<file path="src/rtl/srt_div_if.sv">
// Operand/result handshake bundle for srt_div_sequencer.
// The master side feeds operand pairs and consumes results; the slave side is the divider.
interface srt_div_if;
  logic        in_valid;
  logic        in_ready;
  logic [31:0] dividend;
  logic [31:0] divisor;
  logic        out_valid;
  logic        out_ready;
  logic [31:0] quotient;
  logic [3:0]  flags;

  modport master (
    output in_valid, dividend, divisor, out_ready,
    input  in_ready, out_valid, quotient, flags
  );

  modport slave (
    input  in_valid, dividend, divisor, out_ready,
    output in_ready, out_valid, quotient, flags
  );
endinterface

</file>
<file path="src/rtl/srt_div_sequencer.sv">
// Radix-2 SRT single-precision divide sequencer: 24 redundant-digit iterations, one
// conversion cycle through an external post-normaliser, truncating, flush-to-zero.
module srt_div_sequencer #(
  parameter logic [31:0] QNAN = 32'h7FC0_0000
) (
  input  logic        clk,
  input  logic        rst,
  srt_div_if.slave    bus,
  output logic [23:0] pp_result,
  output logic [4:0]  pp_shift_nums,
  output logic        pp_right_shift,
  output logic        pp_resultsign,
  output logic [7:0]  pp_exponent,
  input  logic [31:0] pp_quotient
);

  localparam logic [1:0] S_IDLE = 2'd0;
  localparam logic [1:0] S_ITER = 2'd1;
  localparam logic [1:0] S_CONV = 2'd2;
  localparam logic [1:0] S_DONE = 2'd3;

  logic [1:0]         state;
  logic [4:0]         cnt;
  logic signed [26:0] w;       // partial remainder, 25 fraction bits
  logic [24:0]        d;       // divisor in [0.5,1), 25 fraction bits
  logic [23:0]        q_pos;
  logic [23:0]        q_neg;
  logic signed [9:0]  e;
  logic               sign;
  logic [31:0]        quotient_q;
  logic [3:0]         flags_q;
  logic [23:0]        pp_result_q;
  logic [7:0]         pp_exp_q;
  logic               pp_sign_q;

  // Operand decode
  logic [7:0]  exp_a, exp_b;
  logic [22:0] man_a, man_b;
  logic        a_zero, a_inf, a_nan, b_zero, b_inf, b_nan, is_special, res_sign;

  assign exp_a    = bus.dividend[30:23];
  assign man_a    = bus.dividend[22:0];
  assign exp_b    = bus.divisor[30:23];
  assign man_b    = bus.divisor[22:0];
  assign res_sign = bus.dividend[31] ^ bus.divisor[31];

  // Exponent 0 covers both true zeros and subnormals, which are flushed.
  assign a_zero = (exp_a == 8'h00);
  assign a_inf  = (exp_a == 8'hFF) && (man_a == 23'd0);
  assign a_nan  = (exp_a == 8'hFF) && (man_a != 23'd0);
  assign b_zero = (exp_b == 8'h00);
  assign b_inf  = (exp_b == 8'hFF) && (man_b == 23'd0);
  assign b_nan  = (exp_b == 8'hFF) && (man_b != 23'd0);
  assign is_special = a_zero | a_inf | a_nan | b_zero | b_inf | b_nan;

  logic [31:0] spec_q;
  logic [3:0]  spec_f;

  // NOTE: every always_comb output gets a default first so no path infers a latch.
  always_comb begin
    spec_q = {res_sign, 31'd0};
    spec_f = 4'b0000;
    if (a_nan || b_nan || (a_zero && b_zero) || (a_inf && b_inf)) begin
      spec_q = QNAN;
      spec_f = 4'b1000;
    end else if (a_inf) begin
      spec_q = {res_sign, 8'hFF, 23'd0};
    end else if (b_zero) begin
      spec_q = {res_sign, 8'hFF, 23'd0};
      spec_f = 4'b0100;
    end
  end

  // Digit selection looks only at 2W truncated to half-unit resolution.
  logic signed [27:0] two_w, d_ext, w_next;
  logic [3:0]         tw;
  logic               q_plus, q_minus;

  always_comb begin
    two_w   = {w, 1'b0};
    d_ext   = {3'b000, d};
    tw      = two_w[27:24];
    q_plus  = ($signed(tw) >= 4'sd1);
    q_minus = ($signed(tw) < -4'sd1);
    if (q_plus)       w_next = two_w - d_ext;
    else if (q_minus) w_next = two_w + d_ext;
    else              w_next = two_w;
  end

  // Redundant-to-binary conversion; a negative final remainder borrows one ulp.
  logic [23:0] q_conv;
  logic        e_ovf, e_unf;
  logic [31:0] conv_word;
  logic [3:0]  conv_flags;

  always_comb begin
    q_conv     = q_pos - q_neg - {23'd0, w[26]};
    e_ovf      = (e >= 10'sd255);
    e_unf      = (e <= 10'sd0) || ((e == 10'sd1) && !q_conv[23]);
    conv_word  = pp_quotient;
    conv_flags = 4'b0000;
    if (e_ovf) begin
      conv_word  = {sign, 8'hFF, 23'd0};
      conv_flags = 4'b0010;
    end else if (e_unf) begin
      conv_word  = {sign, 31'd0};
      conv_flags = 4'b0001;
    end
  end

  assign pp_shift_nums  = 5'd0;
  assign pp_right_shift = 1'b0;
  assign pp_result      = (state == S_CONV) ? q_conv : pp_result_q;
  assign pp_exponent    = (state == S_CONV) ? e[7:0] : pp_exp_q;
  assign pp_resultsign  = (state == S_CONV) ? sign   : pp_sign_q;

  assign bus.in_ready  = (state == S_IDLE);
  assign bus.out_valid = (state == S_DONE);
  assign bus.quotient  = quotient_q;
  assign bus.flags     = flags_q;

  // NOTE: state registers use non-blocking assignments so every flop samples pre-edge values.
  always_ff @(posedge clk or posedge rst) begin
    if (rst) begin
      state       <= S_IDLE;
      cnt         <= 5'd0;
      w           <= '0;
      d           <= '0;
      q_pos       <= '0;
      q_neg       <= '0;
      e           <= '0;
      sign        <= 1'b0;
      quotient_q  <= '0;
      flags_q     <= '0;
      pp_result_q <= '0;
      pp_exp_q    <= '0;
      pp_sign_q   <= 1'b0;
    end else begin
      case (state)
        S_IDLE: if (bus.in_valid) begin
          sign <= res_sign;
          if (is_special) begin
            quotient_q <= spec_q;
            flags_q    <= spec_f;
            state      <= S_DONE;
          end else begin
            d     <= {1'b1, man_b, 1'b0};
            w     <= {3'b000, 1'b1, man_a};
            q_pos <= '0;
            q_neg <= '0;
            cnt   <= 5'd0;
            e     <= $signed({2'b00, exp_a}) - $signed({2'b00, exp_b}) + 10'sd127;
            state <= S_ITER;
          end
        end
        S_ITER: begin
          w     <= w_next[26:0];
          q_pos <= {q_pos[22:0], q_plus};
          q_neg <= {q_neg[22:0], q_minus};
          cnt   <= cnt + 5'd1;
          if (cnt == 5'd23) state <= S_CONV;
        end
        S_CONV: begin
          quotient_q  <= conv_word;
          flags_q     <= conv_flags;
          pp_result_q <= q_conv;
          pp_exp_q    <= e[7:0];
          pp_sign_q   <= sign;
          state       <= S_DONE;
        end
        S_DONE: if (bus.out_ready) state <= S_IDLE;
        default: state <= S_IDLE;
      endcase
    end
  end

endmodule
</file>
<file path="src/flat_wrapper.sv">
// flat-port wrapper written by rule: the top's interface ports become plain ports
module srt_div_sequencer_flat 
#(
  parameter logic [31:0] QNAN = 32'h7FC0_0000
)
  (clk, rst, pp_result, pp_shift_nums, pp_right_shift, pp_resultsign, pp_exponent, pp_quotient, bus_in_valid, bus_dividend, bus_divisor, bus_out_ready, bus_in_ready, bus_out_valid, bus_quotient, bus_flags);
  srt_div_if bus_i ();
  input  logic clk;
  input  logic rst;
  output logic [23:0] pp_result;
  output logic [4:0] pp_shift_nums;
  output logic pp_right_shift;
  output logic pp_resultsign;
  output logic [7:0] pp_exponent;
  input  logic [31:0] pp_quotient;
  input wire logic [$bits(bus_i.in_valid)-1:0] bus_in_valid;
  input wire logic [$bits(bus_i.dividend)-1:0] bus_dividend;
  input wire logic [$bits(bus_i.divisor)-1:0] bus_divisor;
  input wire logic [$bits(bus_i.out_ready)-1:0] bus_out_ready;
  output wire logic [$bits(bus_i.in_ready)-1:0] bus_in_ready;
  output wire logic [$bits(bus_i.out_valid)-1:0] bus_out_valid;
  output wire logic [$bits(bus_i.quotient)-1:0] bus_quotient;
  output wire logic [$bits(bus_i.flags)-1:0] bus_flags;
  assign bus_i.in_valid = bus_in_valid;
  assign bus_i.dividend = bus_dividend;
  assign bus_i.divisor = bus_divisor;
  assign bus_i.out_ready = bus_out_ready;
  assign bus_in_ready = bus_i.in_ready;
  assign bus_out_valid = bus_i.out_valid;
  assign bus_quotient = bus_i.quotient;
  assign bus_flags = bus_i.flags;
  srt_div_sequencer #(.QNAN(QNAN)) u_core (.clk(clk), .rst(rst), .bus(bus_i), .pp_result(pp_result), .pp_shift_nums(pp_shift_nums), .pp_right_shift(pp_right_shift), .pp_resultsign(pp_resultsign), .pp_exponent(pp_exponent), .pp_quotient(pp_quotient));
endmodule
</file>
<file path="config.mk">
export PLATFORM = sky130hd
export DESIGN_NAME = srt_div_sequencer_flat
export DESIGN_NICKNAME = d
export VERILOG_FILES = /design/src/rtl/srt_div_if.sv /design/src/rtl/srt_div_sequencer.sv /design/src/flat_wrapper.sv
export SDC_FILE = /design/constraint.sdc
export NUM_CORES = 1
export LEC_CHECK = 0
export CAP_MARGIN = 0
export CORE_ASPECT_RATIO = 0.6
export CORE_MARGIN = 2
export CORE_UTILIZATION = 42
export CTS_CLUSTER_SIZE = 8
export DETAILED_ROUTE_END_ITERATION = 12
export PLACE_DENSITY = 0.73
export SLEW_MARGIN = 25
export SYNTH_ARGS = -nofsm -noshare
export SYNTH_HDL_FRONTEND = slang
export SYNTH_SLANG_ARGS = --single-unit
</file>
<file path="constraint.sdc">
create_clock -name clk -period 5.6 [get_ports clk]
set_clock_uncertainty 0.15 [all_clocks]
set_input_delay 0.84 -clock clk [delete_from_list [all_inputs] [get_ports clk]]
set_output_delay 0.84 -clock clk [all_outputs]
set_load 0.02 [all_outputs]
</file>
== Word-level counts from Yosys, hierarchy flattened ==
Index checks and enable logic that the tools add are counted.
Operators by class
  reduce and logical (&&, ||, !) cells: 26
  mux-type cells: 36
  eq/ne operators: 12
  $add $sub $neg: 7
  magnitude comparators: 4
  bitwise operators: 7
Operators by type and width (number)
  2-to-1 mux 32 bit: 5
  2-to-1 mux 27 bit: 4
  case mux 24 bit (2 select lines): 2
  2-to-1 mux 24 bit: 3
  case mux 32 bit (2 select lines): 1
  2-to-1 mux 31 bit: 2
  case mux 27 bit (2 select lines): 1
  logical NOT 23 bit: 2
  nonzero test 23 bit: 2
  adder 27 x 26 -> 27 bit: 1
  subtractor 27 x 26 -> 27 bit: 1
  subtractor 24 x 1 -> 24 bit: 1
  subtractor 24 bit: 1
  2-to-1 mux 4 bit: 5
  == test 8 bit (second input constant): 2
  logical NOT 8 bit: 2
  AND reduction 3 bit: 4
  adder 10 x 8 -> 10 bit (second input constant): 1
  == test 10 x 2 -> 1 bit (second input constant): 1
  greater-or-equal comparator 10 x 9 -> 1 bit (second input constant): 1
  less-or-equal comparator 10 x 1 -> 1 bit (second input constant): 1
  2-to-1 mux 5 bit: 2
  case mux 5 bit (2 select lines): 1
  subtractor 8 x 8 -> 9 bit: 1
  other kinds (23): 45
Word-level totals
  output and inout port bits: 77
  register bits after elaboration: 186

== Longest topological paths before layout ==
Gate-level depths: netlist (run 1).
  depth after elaboration: 10
  mapped depth: 14
  mapped depth without buffers: 13

== Worst setup path before layout (run 1) ==
No wires, ideal clock.
  path type: reg-to-output
  start: register u_core.w[26]
  end: output port pp_result[20]
  setup slack: 1443 ps
  buffers on the path: 0
  arrival: 3167 ps
  stages on the path, launching flop included: 13
  path through: dfrtp_1 > inv_1 > fa_1 > fa_1 > nand2b_1 > a21o_1 > a21oi_1 > o21ai_1 > a41oi_1 > o21ai_1 > o21a_1 > or3_1 > a31o_2
Between the ends
  cells in the longest elaborated chain, start to end: 2
RTL lines
  from (decl): line srt_div_sequencer.sv:24  | logic signed [26:0] w;
  from (signal assigned): line srt_div_sequencer.sv:148  | w <= {3'b000, 1'b1, man_a};
  from (signal assigned): line srt_div_sequencer.sv:157  | w <= w_next[26:0];
  subtractor 24 x 1 -> 24 bit: line srt_div_sequencer.sv:97  | q_conv = q_pos - q_neg - {23'd0, w[26]};
  2-to-1 mux 24 bit
  to (decl): line flat_wrapper.sv:10  | output logic [23:0] pp_result;
Every way passes these cells.

== Final worst setup path (run 1) ==
  start: register u_core.w[26]
  end: output port pp_result[22]
Same word-level chain as after synthesis.

==> impl_metrics.csv, run 1 <==
group,metric,value,unit
setup_path,path_class,"flop to output pin",
route,drc,0,
route,ant_nets,0,
timing,period_minus_slack,5.23,ns
timing,period_share,93.3,%
logic_synthesis,post_synth_num_cell_types,83,
timing,slew_headroom,34.4,%
flow_run,cap_violations,0,
route,viasPerCell,5.67,
setup_path,crit_fanout,8,
timing,tightest_slew,0.982,ns
floorplan,ios,177,
logic_synthesis,synth.avg_cell_area,8.61,um2
route,dr_total_vias,11400,
logic_synthesis,async_reset_ff_share,100,%
route,routed_wirelength,36200,um
timing,max_freq,0.191,GHz
final_layout,drive_gt1_share,6.46,%
timing,fin_ws,0.373,ns
pwr,p_comb_share,62.2,%
place,io_buffers,170,
global_routing,grt_max_degree,96,
logic_synthesis,yosysWarnings,0,
cts,worstSkewPairLatency,0.45,ns
pwr,sw_frac_of_total,48.5,%
logic_synthesis,ys_seq_elements,186,
timing,hold_viol,0,
floorplan,core,29700,um2
place,dpl_worst_slack,0.700,ns
pwr,seq_power_share,23.7,%
route,firstDrtPassIters,5,
setup_path,cp.required,4.61,ns
logic_synthesis,synthFlopType,"dfrtp_1",
cts,cts-buffers-inserted,17,
pwr,p_total,0.00891,W
floorplan,fp.dieW,228,um
setup_path,cp_data_arrival_time,4.24,ns
cts,cts_buffer_depth,2,
timing,whs,0.334,ns
final_layout,fin_nets,1808,
global_routing,use_met3,6.35,%
floorplan,initial_core_util,42.4,%
run_status,status,"finished clean",
final_layout,post-route-util,51.4,%
logic_synthesis,ys_seq_area_share,36.9,%
route,wl_per_cell,17.9,um
place,gp_congestion,0.926,
global_routing,grt_pass1_wl,58500,um
final_layout,final_common_cell,"dfrtp_1",
cts,clockRootBuffer,"clkbuf_16",
final_layout,mostFrequentLayoutCells,"dfrtp_1, clkdlybuf4s50_1, nand2_1",
setup_path,end_kind,"output pin",
pwr,p_leak,6.85,nW
cts,cts_tree,"built",
global_routing,grt_pass1_vias,10800,
cts,post-cts-setup-buffers,0,
final_layout,syn_to_final_growth,21.2,%
pwr,p_switching,0.00433,W
worst_hold_path,min_path_type,"flop to flop",
timing,rsz0062_at_grt,"no",
global_routing,gr-usage-met2,31.1,%
timing,setup_violations,0,
floorplan,die_height,138,um
cts,ctsHoldBuffers,0,
timing,setup_tns,0,ns
cts,cts.clk_slew.worst_paths,0.08,ns
global_routing,grt_use_met1,36.8,%
pwr,intPower,0.00459,W
pwr,pwr-share-clk,14.1,%
cts,cts-resized-gates,0,
global_routing,antenna_found_initial,2,
place,hpwl,26700,um
pwr,powerDensity,583,nW/um2
floorplan,rows,49,
timing,slew_violations,0,
logic_synthesis,synth-edff-count,0,
global_routing,overflow,0,
logic_synthesis,syn_area,12600,um2
global_routing,grt_usage,23.5,%
logic_synthesis,synthCells,1465,
pwr,ir_worst_vdd,0.349,mV
floorplan,die_area,31500,um2
setup_path,worst_setup_path_start_kind,"flop",
global_routing,gr-max-usage-layer,"met1",
cts,clock-sinks,186,
route,drt-initial-drc-count,1093,
cts,cts.htree.levels,4,
[worst paths after layout]
path	startpoint	end	slack [ns]	depth (start not counted)
setup / recovery	u_core.w[26]	pp_result[22]	0.37	14
hold / removal	u_core.sign	u_core.sign	0.33	2
setup reg to reg	u_core.q_neg[16]	u_core.bus.quotient[22]	1.37	12
hold reg to reg	u_core.sign	u_core.sign	0.33	2
max in group asynchronous	rst	u_core.e[8]	3.80	3
min in group asynchronous	rst	u_core.pp_result_q[21]	0.55	2
[worst max-delay path, cell delays in order (launching register included)]
cell and delay (ns):
dfrtp_2 0.43, inv_1 0.10, fa_1 0.44, fa_1 0.42, nand2b_1 0.18, a21o_1 0.21
a21oi_1 0.20, o21ai_1 0.14, a41oi_1 0.25, buf_4 0.18, o211ai_1 0.13, a31oi_1 0.22
xnor2_1 0.13, mux2_2 0.17, clkdlybuf4s50_1 0.59
[through the flow]
step           cells  cell area [um2]
2_1_floorplan   1470            12600
3_3_place_gp    1985            14600
3_5_place_dp    1985            14600
4_1_cts         2017            15300
5_1_grt         2018            15300
6_report        2019            15300
[metal layers]
layer	routed length (um)	part of all wire [%]
met4	725	2.0
met2	14200	39
met3	2910	8.0
met5	13	0.036
met1	18300	51
[registers in the layout, summed over array words and instances (netlist names)]
signal               flops
u_core.pp_result_q      24
u_core.e                10
u_core.pp_exp_q          8
u_core.q_pos            24
u_core.q_neg            24
u_core.bus.quotient     32
u_core.cnt               5
u_core.w                27
u_core.sign              1
u_core.state             2
u_core.d                24
u_core.bus.flags         4
u_core.pp_sign_q         1
[synth_stat cells, drive strengths merged, types with 4 or more instances]
cell type	number	share of area (%)
a2111oi	6	0.57
a211oi	11	0.69
a21boi	4	0.33
a21o	26	1.5
a21oi	90	3.7
a221o	9	0.71
a221oi	9	0.63
a22o	23	1.6
a22oi	5	0.30
a311oi	4	0.28
a31o	4	0.28
a31oi	12	0.60
a32oi	4	0.28
and2	5	0.25
buf	27	1.2
clkbuf	53	1.6
dfrtp	186	37
fa	5	0.79
ha	106	11
inv	140	4.2
mux2	25	2.2
mux2i	4	0.32
nand2	161	4.8
nand2b	17	0.84
nand3	46	1.8
nand3b	4	0.24
nand4	15	0.74
nor2	85	2.5
nor2b	16	0.79
nor3	25	1.1
nor3b	6	0.45
nor4	17	0.84
o211ai	13	0.77
o21a	7	0.42
o21ai	154	6.1
o21bai	14	0.83
o221ai	8	0.56
o22ai	6	0.30
o31ai	11	0.65
or2	7	0.35
or3	14	0.69
xnor2	24	1.7
xor2	9	0.63
[power groups by stage]
stage	Clock (W)	Sequential [W]	Combinational (W)
2_1_floorplan	0	0.00219	0.00366
3_3_place_gp	0	0.00211	0.00532
3_5_place_dp	0	0.00212	0.00541
4_1_cts	0.00128	0.00210	0.00544
5_1_grt	0.00134	0.00217	0.00605
6_report	0.00125	0.00211	0.00555
[cells by family (layout without fill, tap and decap cells)]
| logic type | Yosys count | in the layout | share of synthesized area (%) |
|---|---|---|---|
| compound gates | 453 | 453 | 23.6 |
| xor+xnor | 33 | 33 | 2.29 |
| fa+ha+maj | 111 | 111 | 11.3 |
| buf+inv | 221 | 361 | 7.02 |
| flops | 186 | 186 | 36.9 |
| mux | 29 | 29 | 2.55 |
| other cells | 1 | 7 | 0.0297 |
| simple gates | 431 | 431 | 16.3 |
[area by class of cell]
class | instances | area (um2)
diodes | 1 | 2.50
clock buffers | 17 | 425
clock inverters | 15 | 195
fillers | 2747 | 14400
inverters | 141 | 533
multi-input cells | 1063 | 7100
flip-flops and latches | 186 | 4660
well taps | 408 | 510
repair buffers | 188 | 1860
Power figures use the tool's default switching activity.
==> run 2: changes to the inputs <==
- CORE_MARGIN: 2 -> 4
- CORE_UTILIZATION: 42 -> 51
- PLACE_DENSITY: 0.73 -> 0.85
==> run 2 against run 1 <==
Worst hold slack improved by 0.0071 ns. Critical path depth unchanged. Clock power decreased by 6%. Fmax decreased by 2.0%. Count of clock-buffer cells in the layout unchanged. Via count increased by 2.2%. Non-clock buffer count decreased by 4. First-iteration DRC count increased by 11%. Worst setup slack got worse by 0.11 ns. Sequential share of layout area increased by 0.43 points. Critical endpoint is now pp_result[20].
==> impl_metrics.csv, run 2 (synthesized netlist as in run 1, its figures left out) <==
group,metric,value,unit
run_status,status,"finished clean",
place,gp_congestion,0.964,
setup_path,path_class,"flop to output pin",
pwr,ir_worst_vdd,0.358,mV
setup_path,cp_data_arrival_time,4.35,ns
final_layout,mostFrequentLayoutCells,"dfrtp_1, clkdlybuf4s50_1, nand2_1",
final_layout,diodes,0,
final_layout,seqCellArea,4660,um2
route,drt-initial-drc-count,1213,
final_layout,fin_nets,1804,
timing,slew_violations,0,
setup_path,crit_slowest_cell,"clkdlybuf4s50_1",
timing,setup_tns,0,ns
floorplan,die_height,130,um
global_routing,gr-max-usage-layer,"met1",
setup_path,path_cells,"inv_1, fa_1, fa_1, nand2b_1, a21o_1, a21oi_1, o21ai_1, a41oi_1, buf_4, o21ai_1, o21a_1, or3_1, a31o_2, clkdlybuf4s50_1",
setup_path,ff2ff_path_depth,12,
floorplan,initial_core_util,52.1,%
cts,cts_buffer_depth,2,
cts,cts-buffers-inserted,17,
place,io_buffers,170,
timing,hold_viol,0,
cts,worstSkewPairLatency,0.45,ns
global_routing,use_met3,7.42,%
global_routing,gr-usage-met2,36.8,%
cts,clockRootBuffer,"clkbuf_16",
cts,cts.clk_slew.worst_paths,0.08,ns
worst_hold_path,whs_path_depth,1,
global_routing,grt_pass1_wl,59200,um
floorplan,die_area,27400,um2
timing,setup_violations,0,
setup_path,worst_setup_path_start_kind,"flop",
final_layout,syn_to_final_growth,19.5,%
final_layout,largest_reg_flops,32,
route,viasPerCell,6.07,
route,routed_wirelength,36700,um
setup_path,crit_fanout,8,
setup_path,end_kind,"output pin",
floorplan,ios,177,
final_layout,final_common_cell,"dfrtp_1",
timing,period_share,95.3,%
floorplan,core,24200,um2
global_routing,grt_use_met1,41.0,%
setup_path,cpPeakStageDelay,0.54,ns
floorplan,rows,44,
timing,rsz0062_at_grt,"no",
global_routing,grt_pass1_vias,11100,
place,hpwl,26900,um
cts,cts.htree.levels,4,
timing,tightest_slew,1.06,ns
floorplan,fp.dieW,211,um
route,drc,0,
worst_hold_path,min_path_type,"flop to flop",
flow_run,cap_violations,0,
route,wl_per_cell,19.0,um
final_layout,multiInputGateArea,7100,um2
final_layout,nFillCells,2040,
route,dr_total_vias,11700,
global_routing,antenna_found_initial,2,
final_layout,drive_gt1_share,6.23,%
global_routing,grt_usage,26.8,%
route,firstDrtPassIters,6,
global_routing,overflow,0,
cts,clock-sinks,186,
pwr,powerDensity,589,nW/um2
setup_path,cp.required,4.61,ns
global_routing,grt_max_degree,119,
pwr,p_leak,6.79,nW
timing,whs,0.341,ns
cts,cts_tree,"built",
timing,max_freq,0.187,GHz
timing,slew_headroom,29.3,%
cts,post-cts-setup-buffers,0,
route,ant_nets,0,
timing,period_minus_slack,5.34,ns
-- run 2: cell count changes in the layout (fill, tap and decap cells not counted), moves of 2 or more --
cell	previous run	this run
clkinv_8	6	2
inv_12	2	0
clkinv_2	0	3
inv_8	2	4
clkinv_4	2	0
buf_4	16	13
-- run 2: layout make-up --
class | instances | area share [%]
clock buffers | 17 | 2.82
clock inverters | 14 | 0.888
repair buffers | 184 | 12.1
multi-input cells | 1063 | 47.1
well taps | 322 | 2.67
flip-flops and latches | 186 | 30.9
inverters | 141 | 3.54
-- run 2: critical path: cells and delay by family, from the launching register on --
kind / cells / cell delay [ns]
and+or+nand+nor: 2 / 0.47
buffers and inverters: 3 / 0.82
DFF: 1 / 0.42
AOI/OAI and AO/OA: 7 / 1.35
adders and majority gates: 2 / 0.82
-- run 2: metal layers --
metal / up-vias / routed length [um]
met4: 4 / 741
li1: 5447 / -
met5: - / 27
met1: 5578 / 17000
met3: 87 / 4030
met2: 578 / 14900
-- run 2: timing repair --
item	4_1_cts	5_1_grt
gates resized for setup	0	1
setup endpoints to repair	0	1
hold buffers	0	0
-- run 2: worst paths after layout --
path / startpoint / endpoint / slack [ns]
worst min register to register: u_core.bus.flags[2] / u_core.bus.flags[2] / 0.34
worst min-delay path: u_core.bus.flags[2] / u_core.bus.flags[2] / 0.34
min in group asynchronous: rst / u_core.pp_result_q[3] / 0.80
worst max register to register: u_core.q_neg[16] / u_core.bus.quotient[22] / 1.33
worst max-delay path: u_core.w[26] / pp_result[20] / 0.26
max in group asynchronous: rst / u_core.bus.flags[3] / 3.83
-- run 2: power breakdown --
group	internal, W	switching, W
Clock	0.000586	0.000591
Sequential	0.00178	0.000333
Combinational	0.00218	0.00340
Total	0.00455	0.00432
-- run 2: through the flow --
step	power [W]	worst slack, ns	utilization (%)	std cells	area, um2
finish	0.00888	0.264	62.2	1927	15100
floorplan	0.00585	1.44	-	1470	12600
global placement	0.00738	0.806	59.9	1896	14500
CTS	0.00875	0.231	62.2	1927	15100
global route	0.00947	0.00643	62.2	1927	15100
detailed placement	0.00752	0.747	59.9	1896	14500
